### config.mk
export PLATFORM = sky130hd
export DESIGN_NAME = alavanca2serial
export DESIGN_NICKNAME = d
export VERILOG_FILES = /design/src/rtl/alavanca2serial.sv
export SDC_FILE = /design/constraint.sdc
export NUM_CORES = 1
export LEC_CHECK = 0
export BUFFER_PORTS_ARGS = -buffer_cell sky130_fd_sc_hd__buf_4
export CAP_MARGIN = 20
export CORE_MARGIN = 4
export CORE_UTILIZATION = 45
export DETAILED_ROUTE_END_ITERATION = 8
export PLACE_DENSITY_LB_ADDON = 0.08
export SYNTH_ARGS = -nofsm -noshare
export SYNTH_HDL_FRONTEND = slang
export SYNTH_SLANG_ARGS = --single-unit
### constraint.sdc
create_clock -name clock -period 4.85 [get_ports clock]
set_input_delay 0.97 -clock clock [delete_from_list [all_inputs] [get_ports clock]]
set_output_delay 0.97 -clock clock [all_outputs]
set_load 0.03 [all_outputs]
### src/rtl/alavanca2serial.sv
// alavanca2serial: packs two signed 16-bit lever values into a 6-byte
// checksummed frame and sends it as UART 8N1 on TX.
module alavanca2serial #(
  parameter int         CLKS_PER_BIT = 434,
  parameter logic [7:0] SYNC_BYTE    = 8'hA5
) (
  input  logic        clock,
  input  logic        reset,
  input  logic [15:0] al1Bits,
  input  logic [15:0] al2Bits,
  input  logic        enviar,
  output logic        TX,
  output logic        ocupado,
  output logic        pronto,
  output logic [3:0]  db_estado
);
  localparam int CW = $clog2(CLKS_PER_BIT);
  typedef enum logic [3:0] {OCIOSO = 4'd0, INICIO = 4'd1, DADOS = 4'd2, PARADA = 4'd3, FIM = 4'd4} state_t;
  state_t state, state_n;
  logic [CW-1:0] cnt, cnt_n;
  logic [2:0] bit_idx, bit_n, byte_idx, byte_n;
  logic [5:0][7:0] frm;
  logic tick;
  assign tick = cnt == CW'(CLKS_PER_BIT - 1);
  always_comb begin
    state_n = state;
    cnt_n = tick ? '0 : cnt + CW'(1);
    bit_n = bit_idx;
    byte_n = byte_idx;
    case (state)
      OCIOSO: begin
        cnt_n = '0;
        if (enviar) begin
          state_n = INICIO;
          byte_n = 3'd0;
        end
      end
      INICIO: if (tick) begin
        state_n = DADOS;
        bit_n = 3'd0;
      end
      DADOS: if (tick) begin
        bit_n = bit_idx + 3'd1;
        if (bit_idx == 3'd7) state_n = PARADA;
      end
      PARADA: if (tick) begin
        if (byte_idx < 3'd5) begin
          byte_n = byte_idx + 3'd1;
          state_n = INICIO;
        end else state_n = FIM;
      end
      FIM: begin
        cnt_n = '0;
        state_n = OCIOSO;
      end
      default: state_n = OCIOSO;
    endcase
  end
  // Outputs are registered from the current state, so they trail it by one cycle.
  always_ff @(posedge clock or posedge reset) begin
    if (reset) begin
      state <= OCIOSO;
      cnt <= '0;
      bit_idx <= '0;
      byte_idx <= '0;
      frm <= '0;
      TX <= 1'b1;
      ocupado <= 1'b0;
      pronto <= 1'b0;
      db_estado <= 4'd0;
    end else begin
      state <= state_n;
      cnt <= cnt_n;
      bit_idx <= bit_n;
      byte_idx <= byte_n;
      if (state == OCIOSO && enviar)
        frm <= {al1Bits[15:8] ^ al1Bits[7:0] ^ al2Bits[15:8] ^ al2Bits[7:0],
                al2Bits[7:0], al2Bits[15:8], al1Bits[7:0], al1Bits[15:8], SYNC_BYTE};
      TX <= state == INICIO ? 1'b0 : state == DADOS ? frm[byte_idx][bit_idx] : 1'b1;
      ocupado <= state != OCIOSO;
      pronto <= state == FIM;
      db_estado <= state;
    end
  end
endmodule

==> reports/metrics.cfg, run 1 <==
[yosys]
yosysSeqAreaShare_pct = 49.2
synth_seq_cells = 65
synth-simple-area-share_pct = 22.1
synthMuxAreaShare_pct = 8.09
ys_types = 46
synth_top_family_by_area = simple AND/OR/NAND/NOR gates
synth-xor-area-share_pct = 8.73
syn_area_sq_um = 3310
postSynthNetCount = 382
postSynthAreaPerCell_sq_um = 9.68
synth.yosys.warnings = 0
synth-compound-area-share_pct = 6.24
post_synth_fa_ha_maj_area_fraction_pct = 1.89
syn_inst = 342

[drt]
wire_per_inst_um = 14.0
drt_iter0_markers = 103
detailroute.via_count = 2355
drt-vias-per-instance = 4.90
wirelength_um = 6750
drcViolationCount = 0
drt_first_pass_iters = 4
final_antenna_net_count = 0

[sta]
slew_viol_final = 0
number_of_endpoints_failing_setup_at_the_final_stage = 0
fin_tns_setup_ps = 0
finalCriticalPeriod_ps = 1990
min_period_over_period_pct = 41.1
clock_skew_ps = 4.21
max_clock_freq_mhz = 502
tightestPinTransition_ps = 643
final_hold_violations = 0
worst_slew_margin_rel_pct = 57.1
grt_setup_unrepaired = no

[worst_setup_path]
crit_family = flip-flops
crit_required_ps = 3880
critPathLaunchType = flip-flop
worst-path-buf-inv = 1
critical_path_arrival_ps = 1020
worst_path_max_delay_cell = dfstp_2
crit_chain = buf_4
end_kind = primary output
largest_stage_delay_on_the_critical_path_ps = 540
worstPathMaxFanout = 1
criticalPathCategory = flip-flop to primary output

[finish]
mostFrequentLayoutCell = nand2_1
area_of_all_placed_cells_without_fillers_sq_um = 3830
antennaDiodeCount = 0
final_layout_size_suffix_gt1_share_pct = 18.3
layout.cells.most_common_list = nand2_1 (120), dfrtp_1 (64), buf_4 (43)
layout_overhead_on_the_synthesized_area_pct = 15.6
finish.net_count = 417

[grt]
globalRoute.totalOverflow = 0
grt_pass1_vias = 2496
antenna_violations_before_repair = 0
grt_util_all_layers_pct = 17.2
grt_start_max_net_pins = 53
grt_pass1_wl_um = 11800

[clock_tree]
htree_num_levels = 3
worstSkewPairLatency_ps = 330
post-cts-setup-buffer-count = 0
root_buffer = clkbuf_8
post_cts.resized_instances = 0
cts_inserted_buffers = 9
cts.hold.buffers_added = 0
cts_sinks = 65
cts_buffer_depth = 2
cts.reportedPaths.clkPinSlew_ps = 70
tritoncts = done

[power_and_ir_drop]
power_density_nw_per_um2 = 328
static-leakage-power_nw = 1.79
power.ir.vdd_worst_v = 0.000130

[floorplanning]
die_area_sq_um = 8790
start_util_pct = 45.9
die_w_um = 93.8
coreArea_sq_um = 7210
placementRows = 31
top_level_ports = 42
die_h_um = 93.8

[run]
cap_viol_max_count = 0

[hold_path]
hold_class = flip-flop to flip-flop

[placed_design]
port_buffers = 40
place_area_sq_um = 3650
dp_hpwl_um = 4720
place.gp.congestion = 0.741

[outcome]
outcome = finished clean

cells in the mapped netlist, drive strengths merged:
library cell | instances | area share [%]
nand2 | 120 | 14
dfrtp | 64 | 48
xnor2 | 30 | 7.9
nor2 | 16 | 1.8
buf | 14 | 2.6
o21ai | 9 | 1.4
mux2i | 8 | 2.4
nor2b | 7 | 1.3
mux4 | 6 | 4.3
clkbuf | 5 | 0.57
ha | 5 | 1.9
nand3 | 5 | 0.76
inv | 4 | 0.45
mux2 | 4 | 1.4
o2bb2ai | 4 | 1.1
a21oi | 3 | 0.45
a311oi | 3 | 0.79
nand4 | 3 | 0.57
nor3 | 3 | 0.45
nor3b | 3 | 0.83
xor2 | 3 | 0.79
a211o | 2 | 0.53
a31oi | 2 | 0.38
nand3b | 2 | 0.45
nor4 | 2 | 0.83
a221oi | 1 | 0.26
a22oi | 1 | 0.23
a2bb2oi | 1 | 0.26
and2 | 1 | 0.19
and2b | 1 | 0.23
and3 | 1 | 0.19
conb | 1 | 0.11
dfstp | 1 | 0.79
nand2b | 1 | 0.19
nand4b | 1 | 0.26
nor4b | 1 | 0.45
o211ai | 1 | 0.23
o21bai | 1 | 0.23
o22ai | 1 | 0.19
o311ai | 1 | 0.26
through the flow:
step / power [mW] / hold slack [ps] / util [%] / instances / worst slack, ps
floorplan: 0.797 / 406 / - / 342 / 2260
global placement: 0.854 / 453 / 50.6 / 465 / 2810
detailed placement: 0.862 / 457 / 50.6 / 465 / 2800
CTS: 1.27 / 474 / 53.0 / 481 / 2830
global route: 1.33 / 506 / 53.0 / 481 / 2810
finish: 1.25 / 469 / 53.0 / 481 / 2860
routing by layer:
metal / track usage, % / wire (um) / part of all wire (%)
met3: 3.85 / 231 / 3.4
met5: 0 / 0 / 0
met2: 28.3 / 3370 / 50
met1: 21.9 / 3080 / 46
met4: 6.86 / 70 / 1.0
final timing paths:
kind | start | to | slack [ps] | depth (start not counted)
min in group asynchronous | reset | frm[41] | 690 | 2
worst min register to register | frm[23] | frm[23] | 470 | 2
worst max-delay path | TX | TX | 2860 | 1
worst min-delay path | frm[23] | frm[23] | 470 | 2
max in group asynchronous | reset | frm[10] | 3270 | 3
worst max register to register | bit_idx[0] | TX | 2990 | 5
power by group:
part	leakage [nW]	switching [mW]	internal [mW]
logic	0.861	0.0847	0.0990
registers	0.837	0.0580	0.605
clock network	0.0932	0.197	0.211
total	1.79	0.339	0.915
cells by family (layout without fill, tap and decap cells):
| kind of cell | after synthesis | in the layout |
|---|---|---|
| compound gates | 30 | 30 |
| xor+xnor | 33 | 33 |
| fa+ha+maj | 5 | 5 |
| buf+inv | 23 | 63 |
| flops | 65 | 65 |
| mux | 18 | 18 |
| other cells | 1 | 1 |
| simple gates | 167 | 167 |
registers in the layout, summed over array words and instances, names as in the netlist:
register,cells
state,3
pronto,1
cnt,9
db_estado,3
frm,41
TX,1
ocupado,1
bit_idx,3
byte_idx,3
cell type report:
cell class / instances / area (sq um)
inverter: 4 / 15.0
tap: 99 / 124
clock inverter: 3 / 15.0
multi-input combinational: 254 / 1560
sequential: 65 / 1630
fill: 694 / 3390
clock buffer: 13 / 159
timing repair buffer: 43 / 323
No activity file was read; power rests on OpenSTA's default activity.
==> run 2: changes to the inputs <==
clock period = 1.8 ns   (was 4.85 ns; I/O delays follow)
==> run 2 against run 1 <==
  * Sequential power rose to 2.7 times the previous value
  * Non-clock buffer count up 16
  * Count of clock-buffer cells in the layout down 3
  * Worst hold slack worse by 420 ps
  * Worst setup slack worse by 2700 ps
  * Total power rose to 2.8 times the previous value
  * Via count up 5.0%
  * Utilization up 3.0 points
  * Critical path type is now flip-flop to flip-flop
==> reports/metrics.cfg, run 2 (synthesis results as in run 1) <==
[grt]
grt_pass1_vias = 2409
grt_pass1_wl_um = 11900
globalRoute.totalOverflow = 0
antenna_violations_before_repair = 0
grt_util_all_layers_pct = 17.6
grt_start_max_net_pins = 53

[drt]
final_antenna_net_count = 0
drcViolationCount = 0
drt-vias-per-instance = 4.97
detailroute.via_count = 2472
wire_per_inst_um = 13.9
drt_first_pass_iters = 4
drt_iter0_markers = 86
wirelength_um = 6920

[outcome]
outcome = finished clean

[placed_design]
dp_slack_ps = 127
port_buffers = 40
dp_cells = 481
dp_hpwl_um = 5140
place_area_sq_um = 3840
place.gp.congestion = 0.855

[worst_setup_path]
worst_path_max_delay_cell = dfrtp_1
crit_required_ps = 2030
critPathLaunchType = flip-flop
critical_path_arrival_ps = 1910
criticalPathCategory = flip-flop to flip-flop
end_kind = flip-flop
crit_chain = inv_1, ha_1, nand4b_1, nor4_4, buf_4, and2b_1, nand2_1, o2bb2ai_2
worstPathMaxFanout = 9
largest_stage_delay_on_the_critical_path_ps = 410

[finish]
finish.net_count = 433
instances_no_fill = 497
mostFrequentLayoutCell = nand2_1
top_regs = frm: 41 flops, cnt: 9 flops
top_register = frm
largest_register_ffs = 41
antennaDiodeCount = 0
layout.cells.most_common_list = nand2_1 (120), dfrtp_1 (62), buf_4 (54)
filler_instances = 690
area_of_all_placed_cells_without_fillers_sq_um = 4040
layout_overhead_on_the_synthesized_area_pct = 22.1
final_layout_size_suffix_gt1_share_pct = 22.6

[sta]
fin_ws_ps = 120
max_clock_freq_mhz = 595
finalCriticalPeriod_ps = 1680
grt_setup_unrepaired = no
slew_viol_final = 0
worst_slew_margin_rel_pct = 66.0
tightestPinTransition_ps = 509
number_of_endpoints_failing_setup_at_the_final_stage = 0
fin_tns_setup_ps = 0
clock_skew_ps = 5.65
final_hold_violations = 0
min_period_over_period_pct = 93.3

[clock_tree]
root_buffer = clkbuf_8
post-cts-setup-buffer-count = 0
htree_num_levels = 3
worstSkewPairLatency_ps = 340
tritoncts = done
cts_buffer_depth = 2
cts.hold.buffers_added = 0
cts.reportedPaths.clkPinSlew_ps = 70
cts_sinks = 65
cts_inserted_buffers = 9

[floorplanning]
die_area_sq_um = 8790
coreArea_sq_um = 7210
die_h_um = 93.8
die_w_um = 93.8
start_util_pct = 45.9
placementRows = 31
top_level_ports = 42

[run]
cap_viol_max_count = 0

[hold_path]
hold_class = input port to asynchronous set/reset pin

[power_and_ir_drop]
static-leakage-power_nw = 1.89
power_density_nw_per_um2 = 871
power.ir.vdd_worst_v = 0.000407

run 2: changes by cell type in the layout (fill, tap and decap cells not counted):
cell        before  now
o2bb2ai_1        4    3
bufinv_16        0    1
buf_4           43   54
clkinv_4         0    1
clkbuf_1         2    1
buf_12           0    5
o2bb2ai_2        0    1
clkinv_2         3    1
inv_2            1    0
inv_6            0    1
clkbuf_8        11    9
dfrtp_2          0    2
clkinvlp_4       0    3
dfrtp_1         64   62
run 2: final timing paths:
kind,startpoint,endpoint,cells past startpoint,slack [ps]
min,reset,pronto,2,50
min in group clock,al2Bits[1],frm[33],3,220
min reg2reg,frm[20],frm[20],2,470
max,cnt[1],bit_idx[1],8,120
max reg2reg,cnt[1],bit_idx[1],8,120
max in group asynchronous,reset,TX,3,1220
run 2: final cells by class:
class	count	area [sq um]	area share [%]
flip-flops and latches	65	1630	40.3
repair buffers	59	505	12.5
multi-input cells	254	1570	38.8
clock inverters	6	67.6	1.67
clock buffers	10	128	3.16
well taps	99	124	3.06
inverters	4	18.8	0.464
run 2: worst max-delay path: cells and delay by family (launching register included):
family	cells	cell delay, ps
buf+inv	2	260
simple gates	4	610
fa+ha+maj	1	130
compound gates	1	150
flops	1	410
run 2: metrics by stage:
stage | hold WS [ps] | power [mW] | utilization, %
after floorplan | 406 | 2.15 | -
after global placement | 424 | 2.33 | 53.2
after detailed placement | 429 | 2.33 | 53.2
after CTS | 55.4 | 3.57 | 55.9
after global routing | 70.9 | 3.73 | 56.0
final | 50.7 | 3.52 | 56.0
run 2: power breakdown:
part / internal [mW] / total, mW / switching, mW
logic: 0.279 / 0.510 / 0.231
clock network: 0.644 / 1.23 / 0.582
registers: 1.63 / 1.78 / 0.156
total: 2.55 / 3.52 / 0.968
run 2: per-layer routing:
layer,global-route usage [%],up-vias,share of wire (%)
li1,-,1235,-
met1,22.5,1184,45
met2,28.5,41,49
met3,4.49,12,3.9
met4,7.34,0,2.2
met5,0,-,0
run 2: repair_timing:
item	4_1_cts	5_1_grt
resized for setup	0	3
setup endpoints to repair	0	2
endpoints found under the hold margin	0	0
